<file path="src/rtl/fir4_pkg.sv">
// rtl/fir4_pkg.sv - shared widths and constants for the 4-tap moving-sum deconvolver
package fir4_pkg;

    localparam int W_DEF = 16;
    localparam int TAPS  = 4;
    localparam int SUM_W = W_DEF + 2;
    localparam int ACC_W = W_DEF + 4;

    localparam logic [2:0] WARM_MAX = 3'(TAPS);

endpackage

</file>
<file path="src/rtl/fir4_sub3.sv">
// rtl/fir4_sub3.sv - combinational y = a - b + c: one carry-save stage, one carry-propagate adder
module fir4_sub3
    import fir4_pkg::*;
#(
    parameter int acc_w = ACC_W
) (
    input  logic [acc_w-1:0] a,
    input  logic [acc_w-1:0] b,
    input  logic [acc_w-1:0] c,
    output logic [acc_w-1:0] y
);

    logic [acc_w-1:0] nb;
    logic [acc_w-1:0] cs_sum;
    logic [acc_w-2:0] cs_maj;
    logic [acc_w-1:0] cs_carry;

    assign nb     = ~b;
    assign cs_sum = a ^ nb ^ c;
    assign cs_maj = (a[acc_w-2:0] & nb[acc_w-2:0])
                  | (a[acc_w-2:0] & c[acc_w-2:0])
                  | (nb[acc_w-2:0] & c[acc_w-2:0]);

    // The vacant LSB of the shifted carry word supplies the +1 that completes -b.
    assign cs_carry = {cs_maj, 1'b1};
    assign y        = cs_sum + cs_carry;

endmodule

</file>
<file path="src/rtl/fir4_deconv.sv">
// rtl/fir4_deconv.sv - recovers x[k] from 4-tap moving sums, x[k] = s[k] - s[k-1] + x[k-4]
// Define FIR4_DECONV_SAT_EN to saturate out-of-range results instead of wrapping.
module fir4_deconv
    import fir4_pkg::*;
#(
    parameter int w = W_DEF
) (
    input  logic         clk,
    input  logic         rst_n,
    input  logic         in_valid,
    input  logic [w+1:0] s_in,
    input  logic         clr,
    output logic         out_valid,
    output logic [w-1:0] x_out,
    output logic         err
);

    localparam int AW = w + 4;

    logic [w+1:0]  s_prev;
    logic [w-1:0]  hist [TAPS];
    logic [2:0]    warm_cnt;
    logic          warm_done;

    logic [AW-1:0] op_a;
    logic [AW-1:0] op_b;
    logic [AW-1:0] op_c;
    logic [AW-1:0] acc;
    logic          neg;
    logic          ovf;
    logic [w-1:0]  x_next;

    assign warm_done = (warm_cnt == WARM_MAX);
    assign op_a      = {2'b00, s_in};
    assign op_b      = {2'b00, s_prev};
    assign op_c      = warm_done ? {4'b0000, hist[TAPS-1]} : '0;

    fir4_sub3 #(
        .acc_w (AW)
    ) u_sub3 (
        .a (op_a),
        .b (op_b),
        .c (op_c),
        .y (acc)
    );

    assign neg = acc[AW-1];
    assign ovf = ~neg & (|acc[AW-2:w]);

    always_comb begin
        x_next = acc[w-1:0];
`ifdef FIR4_DECONV_SAT_EN
        if (neg) begin
            x_next = '0;
        end else if (ovf) begin
            x_next = '1;
        end
`endif
    end

    // The shift line stores exactly what is driven on x_out, so a clamped
    // or wrapped value feeds back into later reconstructions.
    always_ff @(posedge clk or negedge rst_n) begin
        if (!rst_n) begin
            out_valid <= 1'b0;
            x_out     <= '0;
            err       <= 1'b0;
            warm_cnt  <= '0;
            s_prev    <= '0;
            for (int i = 0; i < TAPS; i++) begin
                hist[i] <= '0;
            end
        end else if (clr) begin
            out_valid <= 1'b0;
            x_out     <= '0;
            err       <= 1'b0;
            warm_cnt  <= '0;
            s_prev    <= '0;
            for (int i = 0; i < TAPS; i++) begin
                hist[i] <= '0;
            end
        end else begin
            out_valid <= in_valid;
            if (in_valid) begin
                x_out  <= x_next;
                s_prev <= s_in;
                for (int i = TAPS - 1; i > 0; i--) begin
                    hist[i] <= hist[i-1];
                end
                hist[0] <= x_next;
                if (!warm_done) begin
                    warm_cnt <= warm_cnt + 3'd1;
                end
                if (neg || ovf) begin
                    err <= 1'b1;
                end
            end
        end
    end

endmodule

</file>
<file path="config.mk">
export PLATFORM = sky130hd
export DESIGN_NAME = fir4_deconv
export DESIGN_NICKNAME = d
export VERILOG_FILES = /design/src/rtl/fir4_pkg.sv /design/src/rtl/fir4_sub3.sv /design/src/rtl/fir4_deconv.sv
export SDC_FILE = /design/constraint.sdc
export NUM_CORES = 1
export LEC_CHECK = 0
export ABC_AREA = 1
export CAP_MARGIN = 20
export CORE_MARGIN = 4
export CORE_UTILIZATION = 40
export DETAILED_ROUTE_END_ITERATION = 8
export DONT_BUFFER_PORTS = 1
export PLACE_DENSITY_LB_ADDON = 0.12
export SLEW_MARGIN = 15
export SYNTH_ARGS = -nofsm -noshare
export SYNTH_HDL_FRONTEND = slang
export SYNTH_HIERARCHICAL = 1
export SYNTH_SLANG_ARGS = --single-unit
</file>
<file path="constraint.sdc">
create_clock -name clk -period 8.8 [get_ports clk]
set_input_delay 2.2 -clock clk [delete_from_list [all_inputs] [get_ports clk]]
set_output_delay 2.2 -clock clk [all_outputs]
set_load 0.03 [all_outputs]
</file>
==> results.sh, run 1 <==
export IMPL_slew_headroom_pct=35.5
export IMPL_hold_start="hist[47]"
export IMPL_syn_area_um2=5410
export IMPL_critPathArrivalTime_ps=4390
export IMPL_crit_cells=16
export IMPL_cts_hold_buf=0
export IMPL_nets=735
export IMPL_io_pins=40
export IMPL_rsz0062_at_grt="false"
export IMPL_cts_resized=0
export IMPL_syn2layout_area_growth_pct=4.70
export IMPL_p_per_area_nw_per_um2=184
export IMPL_totalWireLength_um=11600
export IMPL_cp_slowest_cell="fa_1"
export IMPL_r2r_slack_ps=5390
export IMPL_rows=42
export IMPL_grt_max_degree=88
export IMPL_vias=3937
export IMPL_leakagePower_nw=2.92
export IMPL_hpwl_um=8330
export IMPL_syn_area_per_cell_um2=7.83
export IMPL_worst_path_max_fanout=4
export IMPL_placed_area_um2=5400
export IMPL_die_w_um=124
export IMPL_final_core_util_pct=42.8
export IMPL_critPathCaptureType="register"
export IMPL_grt_pass1_wl_um=19500
export IMPL_crit_start="s_in[0]"
export IMPL_synth_main_ff_cell="dfrtp_1"
export IMPL_fin_crit_ps=4160
export IMPL_tightest_slew_ps=964
export IMPL_ys_warn_count=6
export IMPL_path_common_cell="nand2_1"
export IMPL_r2r_end="err"
export IMPL_worst_path_buf_inv=2
export IMPL_crit_type="in -> reg"
export IMPL_seqCellArea_um2=2180
export IMPL_rr_worst_depth=20
export IMPL_final_area_um2=5660
export IMPL_highest_layer="met4"
export IMPL_ys_seq_area_share_pct=40.2
export IMPL_layout_commonest_cell="inv_1"
export IMPL_p_total_mw=1.04
export IMPL_pre_cts_ws_ps=4280
export IMPL_fmax_mhz=241
export IMPL_clock_sinks=87
export IMPL_min_period_over_period_pct=47.2
export IMPL_die_h_um=124
export IMPL_dieArea_um2=15400
export IMPL_wl_met1_um=5940
export IMPL_clk_latency_ps=340
export IMPL_cts_root_buffer="clkbuf_16"
export IMPL_core_um2=13200
export IMPL_fill_cells=1391
export IMPL_cp_slowest_stage_delay_ps=640
export IMPL_synth_edff_count=0
export IMPL_postRouteAntennaNets=0
export IMPL_start_util_pct=40.8
export IMPL_cap_violations=0
export IMPL_grt_pass1_vias=3819
export IMPL_whs_ps=524
export IMPL_cp_cell_sequence="inv_1 -> fa_1 -> inv_1 -> fa_1 -> nand3_1 -> nand3_1 -> nand2_1 -> nand2_1 -> nand2_1 -> nand2_1 -> nand2_1 -> nand2_1 -> nor2_1 -> nand2_1 -> nand2_1 -> nand2_1"
export IMPL_hold_viol=0
export IMPL_cts_buffers=9
export IMPL_status="finished clean"
export IMPL_portBuffers=0
export IMPL_grt_usage_pct=15.6
export IMPL_initialDrtViolationCount=356
export IMPL_placed_cells=838
export IMPL_ys_ff_latch=87
export IMPL_place_congestion=0.825
export IMPL_worstSetupStartpointType="primary input"
export IMPL_wl_met2_um=5090
export IMPL_wl_met3_um=391
export IMPL_setup_worst_path_end="err"
export IMPL_final_cell_mix="inv_1, nand2_1, dfrtp_1"
export IMPL_grt_ovfl_total=0
export IMPL_cts_tree="done"
export IMPL_async_flop_share_pct=100
export IMPL_stdcell_count=852
export IMPL_hp_class="reg -> reg"
export IMPL_routedWlPerCell_um=13.6
export IMPL_htree_levels=3
export IMPL_required_ps=9030
export IMPL_fin_setup_tns_ps=0
export IMPL_drive_gt1_share_pct=5.18
export IMPL_skew_ps=7.13
export IMPL_finalSetupViolCount=0
export IMPL_synthCells=691
export IMPL_cts_path_max_buffers=2
export IMPL_critPathTopFamily="adder cells"
export IMPL_drt_first_pass_iters=5
export IMPL_antenna_found_initial=0
export IMPL_post_cts_buffers=0
export IMPL_clk_pin_slew_ps=70
export IMPL_slew_viol_final=0
export IMPL_diodes=0
export IMPL_viasPerCell=4.62
export IMPL_r2r_start="warm_cnt[0]"
export IMPL_peakVddDrop_mv=0.0805
export IMPL_post_route_drc_count=0
export IMPL_hold_path_cell_count=2
export IMPL_multi_input_area_um2=2340
export IMPL_yosysUniqueCellTypes=28
export IMPL_fin_ws_ps=4640
[layout make-up]
type                       instances  area share (%)
multi-input combinational        396            41.3
clock inverter                     4           0.442
inverter                         179            11.9
tap                              176            3.89
clock buffer                      10            4.04
sequential                        87            38.4
[synthesized netlist by cell type, drive strengths merged (2+ instances only)]
cell type	count	area share, %
a21oi	16	1.5
and2	2	0.28
buf	33	4.4
clkbuf	3	0.21
dfrtp	87	40
fa	20	7.4
ha	20	4.6
inv	179	12
nand2	159	12
nand3	41	4.1
nor2	41	3.0
nor3	5	0.46
o21ai	22	2.0
o21bai	2	0.28
o22ai	48	5.6
xnor2	3	0.49
xor2	8	1.3
[kinds of logic after synthesis]
family,synth area share (%)
AO/OA/AOI/OAI,9.35
buffers and inverters,17.1
flip-flops,40.2
XOR/XNOR,1.78
other,0.0693
AND/OR/NAND/NOR,19.5
adder cells (fa/ha/maj),12.0
[state kept, by name, indices dropped and copies added (netlist names)]
register   count
hist          48
s_prev        18
warm_cnt       3
err            1
out_valid      1
x_out         16
[layer usage]
metal  track usage [%]  up-vias
met1              23.1     1846
met5                 0        -
met3              2.96       11
met4              5.80        0
met2              22.6       42
li1                  -     2038
[worst register-to-register path, stage by stage, from the launching register on]
cell and delay, ps:
dfrtp_1 380, inv_1 90, ha_1 190, nand2_2 290, nor2_1 190, inv_1 70, fa_1 580, inv_1 110
fa_1 450, nand3_1 120, nand3_1 100, nand2_1 80, nand2_1 120, nand2_1 110, nand2_1 50, nand2_1 50
nand2_1 50, nor2_1 90, nand2_1 60, nand2_1 50, nand2_1 70
[power by group]
part           leakage [nW]  switching [mW]  internal [mW]
clock network         0.120           0.158          0.187
registers              1.18          0.0385          0.424
logic                  1.61           0.151         0.0806
total                  2.92           0.348          0.692
[worst min path at each step]
stage | end | slack, ps
finish | hist[47] | 520
global route | hist[43] | 540
CTS | hist[47] | 520
detailed placement | hist[47] | 510
global placement | hist[30] | 510
floorplan | hist[16] | 490
(Power assumes the default switching activity.)
==> inputs of run 2 (changes only) <==
==> constraint.sdc (replaced) <==
create_clock -name clk -period 4 [get_ports clk]
set_input_delay 1 -clock clk [delete_from_list [all_inputs] [get_ports clk]]
set_output_delay 1 -clock clk [all_outputs]
set_load 0.03 [all_outputs]
==> results.sh, run 2 (same netlist as run 1, synthesis figures left out) <==
export IMPL_slew_viol_final=0
export IMPL_syn2layout_area_growth_pct=6.32
export IMPL_post_route_drc_count=0
export IMPL_path_common_cell="nand2_1"
export IMPL_crit_start="warm_cnt[0]"
export IMPL_p_per_area_nw_per_um2=429
export IMPL_cts_hold_buf=0
export IMPL_final_cell_mix="inv_1, nand2_1, dfrtp_1"
export IMPL_post_cts_buffers=0
export IMPL_pre_cts_ws_ps=632
export IMPL_fin_setup_tns_ps=0
export IMPL_drive_gt1_share_pct=5.60
export IMPL_vias=4029
export IMPL_grt_pass1_vias=3992
export IMPL_rows=42
export IMPL_worstSetupStartpointType="register"
export IMPL_grt_max_degree=88
export IMPL_postRouteAntennaNets=0
export IMPL_stdcell_count=855
export IMPL_worst_path_max_fanout=19
export IMPL_cts_root_buffer="clkbuf_16"
export IMPL_critPathTopFamily="simple AND/OR/NAND/NOR gates"
export IMPL_dieArea_um2=15400
export IMPL_placed_cells=839
export IMPL_htree_levels=3
export IMPL_hp_class="in -> async"
export IMPL_tightest_slew_ps=683
export IMPL_critPathCaptureType="register"
export IMPL_crit_cells=20
export IMPL_totalWireLength_um=11700
export IMPL_clock_sinks=87
export IMPL_drt_first_pass_iters=5
export IMPL_clk_pin_slew_ps=70
export IMPL_grt_ovfl_total=0
export IMPL_initialDrtViolationCount=296
export IMPL_final_core_util_pct=43.4
export IMPL_cts_buffers=9
export IMPL_cp_slowest_cell="fa_1"
export IMPL_hpwl_um=8500
export IMPL_r2r_start="warm_cnt[0]"
export IMPL_start_util_pct=40.8
export IMPL_top_register="hist"
export IMPL_cp_cell_sequence="inv_1 -> ha_1 -> nand2_2 -> nor2_1 -> inv_1 -> fa_1 -> inv_1 -> fa_1 -> nand3_1 -> nand3_1 -> nand2_1 -> nand2_1 -> nand2_1 -> nand2_1 -> nand2_1 -> nand2_1 -> nor2_1 -> nand2_1 -> nand2_1 -> nand2_1"
export IMPL_min_period_over_period_pct=83.6
export IMPL_worst_path_buf_inv=3
export IMPL_layout_commonest_cell="inv_1"
export IMPL_r2r_end="err"
export IMPL_grt_usage_pct=16.1
export IMPL_finalSetupViolCount=0
export IMPL_required_ps=4240
export IMPL_core_um2=13200
export IMPL_fmax_mhz=299
export IMPL_viasPerCell=4.71
export IMPL_rr_worst_depth=20
export IMPL_clk_latency_ps=340
export IMPL_die_h_um=124
export IMPL_largest_reg_flops=48
export IMPL_rsz0062_at_grt="false"
export IMPL_placed_area_um2=5410
export IMPL_final_area_um2=5750
export IMPL_antenna_found_initial=0
export IMPL_crit_type="reg -> reg"
export IMPL_cts_tree="done"
export IMPL_critPathArrivalTime_ps=3580
export IMPL_peakVddDrop_mv=0.184
export IMPL_place_congestion=0.794
export IMPL_r2r_slack_ps=650
export IMPL_cts_path_max_buffers=2
export IMPL_io_pins=40
export IMPL_grt_pass1_wl_um=20200
export IMPL_cts_resized=0
export IMPL_routedWlPerCell_um=13.7
export IMPL_fin_ws_ps=654
export IMPL_portBuffers=0
export IMPL_hold_viol=0
export IMPL_status="finished clean"
export IMPL_die_w_um=124
export IMPL_reg_top3="hist: 48 flops, s_prev: 18 flops, x_out: 16 flops"
export IMPL_skew_ps=8.99
export IMPL_diodes=0
export IMPL_cap_violations=0
export IMPL_fill_cells=1416
export IMPL_leakagePower_nw=2.96
export IMPL_slew_headroom_pct=54.4
export IMPL_nets=736
export IMPL_cp_slowest_stage_delay_ps=550
export IMPL_fin_crit_ps=3350
-- run 2: cell types whose count changed in the layout (fill, tap and decap cells not counted), sizes merged --
| cell | previous run | this run |
|---|---|---|
| buf | 0 | 1 |
| bufinv | 0 | 2 |
| clkbuf | 10 | 12 |
| clkinvlp | 2 | 0 |
-- run 2: worst reg2reg max path, stage by stage (launching register included) --
cell and delay (ps):
dfrtp_1 380, inv_1 90, ha_1 180, nand2_2 260, nor2_1 180, inv_1 60
fa_1 550, inv_1 130, fa_1 450, nand3_1 110, nand3_1 110, nand2_1 80
nand2_1 120, nand2_1 120, nand2_1 50, nand2_1 50, nand2_1 50, nor2_1 90
nand2_1 60, nand2_1 50, nand2_1 60
-- run 2: where the power goes --
part | internal, mW | total, mW | leakage [nW] | switching (mW)
Sequential | 0.932 | 1.02 | 1.18 | 0.0853
Combinational | 0.177 | 0.505 | 1.62 | 0.328
Clock | 0.584 | 0.946 | 0.163 | 0.362
-- run 2: layer usage --
metal	part of all wire, %	global-route usage [%]
met1	51	23.5
met2	43	23.5
met3	4.4	3.34
met4	1.8	5.74
met5	0	0
-- run 2: area by class of cell --
class,count,area [um^2],area share (%)
Multi-Input combinational cell,396,2340,40.7
Sequential cell,87,2180,37.9
Inverter,179,672,11.7
Clock buffer,12,256,4.46
Tap cell,176,220,3.83
Clock inverter,4,77.6,1.35
Timing Repair Buffer,1,7.51,0.131
-- run 2: worst max-delay path by stage --
| stage | to | slack (ps) |
|---|---|---|
| 6_report | err | 650 |
| 5_1_grt | err | 330 |
| 4_1_cts | err | 630 |
| 3_5_place_dp | err | 630 |
| 3_3_place_gp | err | 650 |
| 2_1_floorplan | err | 1050 |
-- run 2: per-stage QoR --
step           power, mW  hold slack [ps]
6_report            2.47              351
5_1_grt             2.61              330
4_1_cts             2.50              334
3_5_place_dp        1.54              512
3_3_place_gp        1.54              506
2_1_floorplan       1.46              490
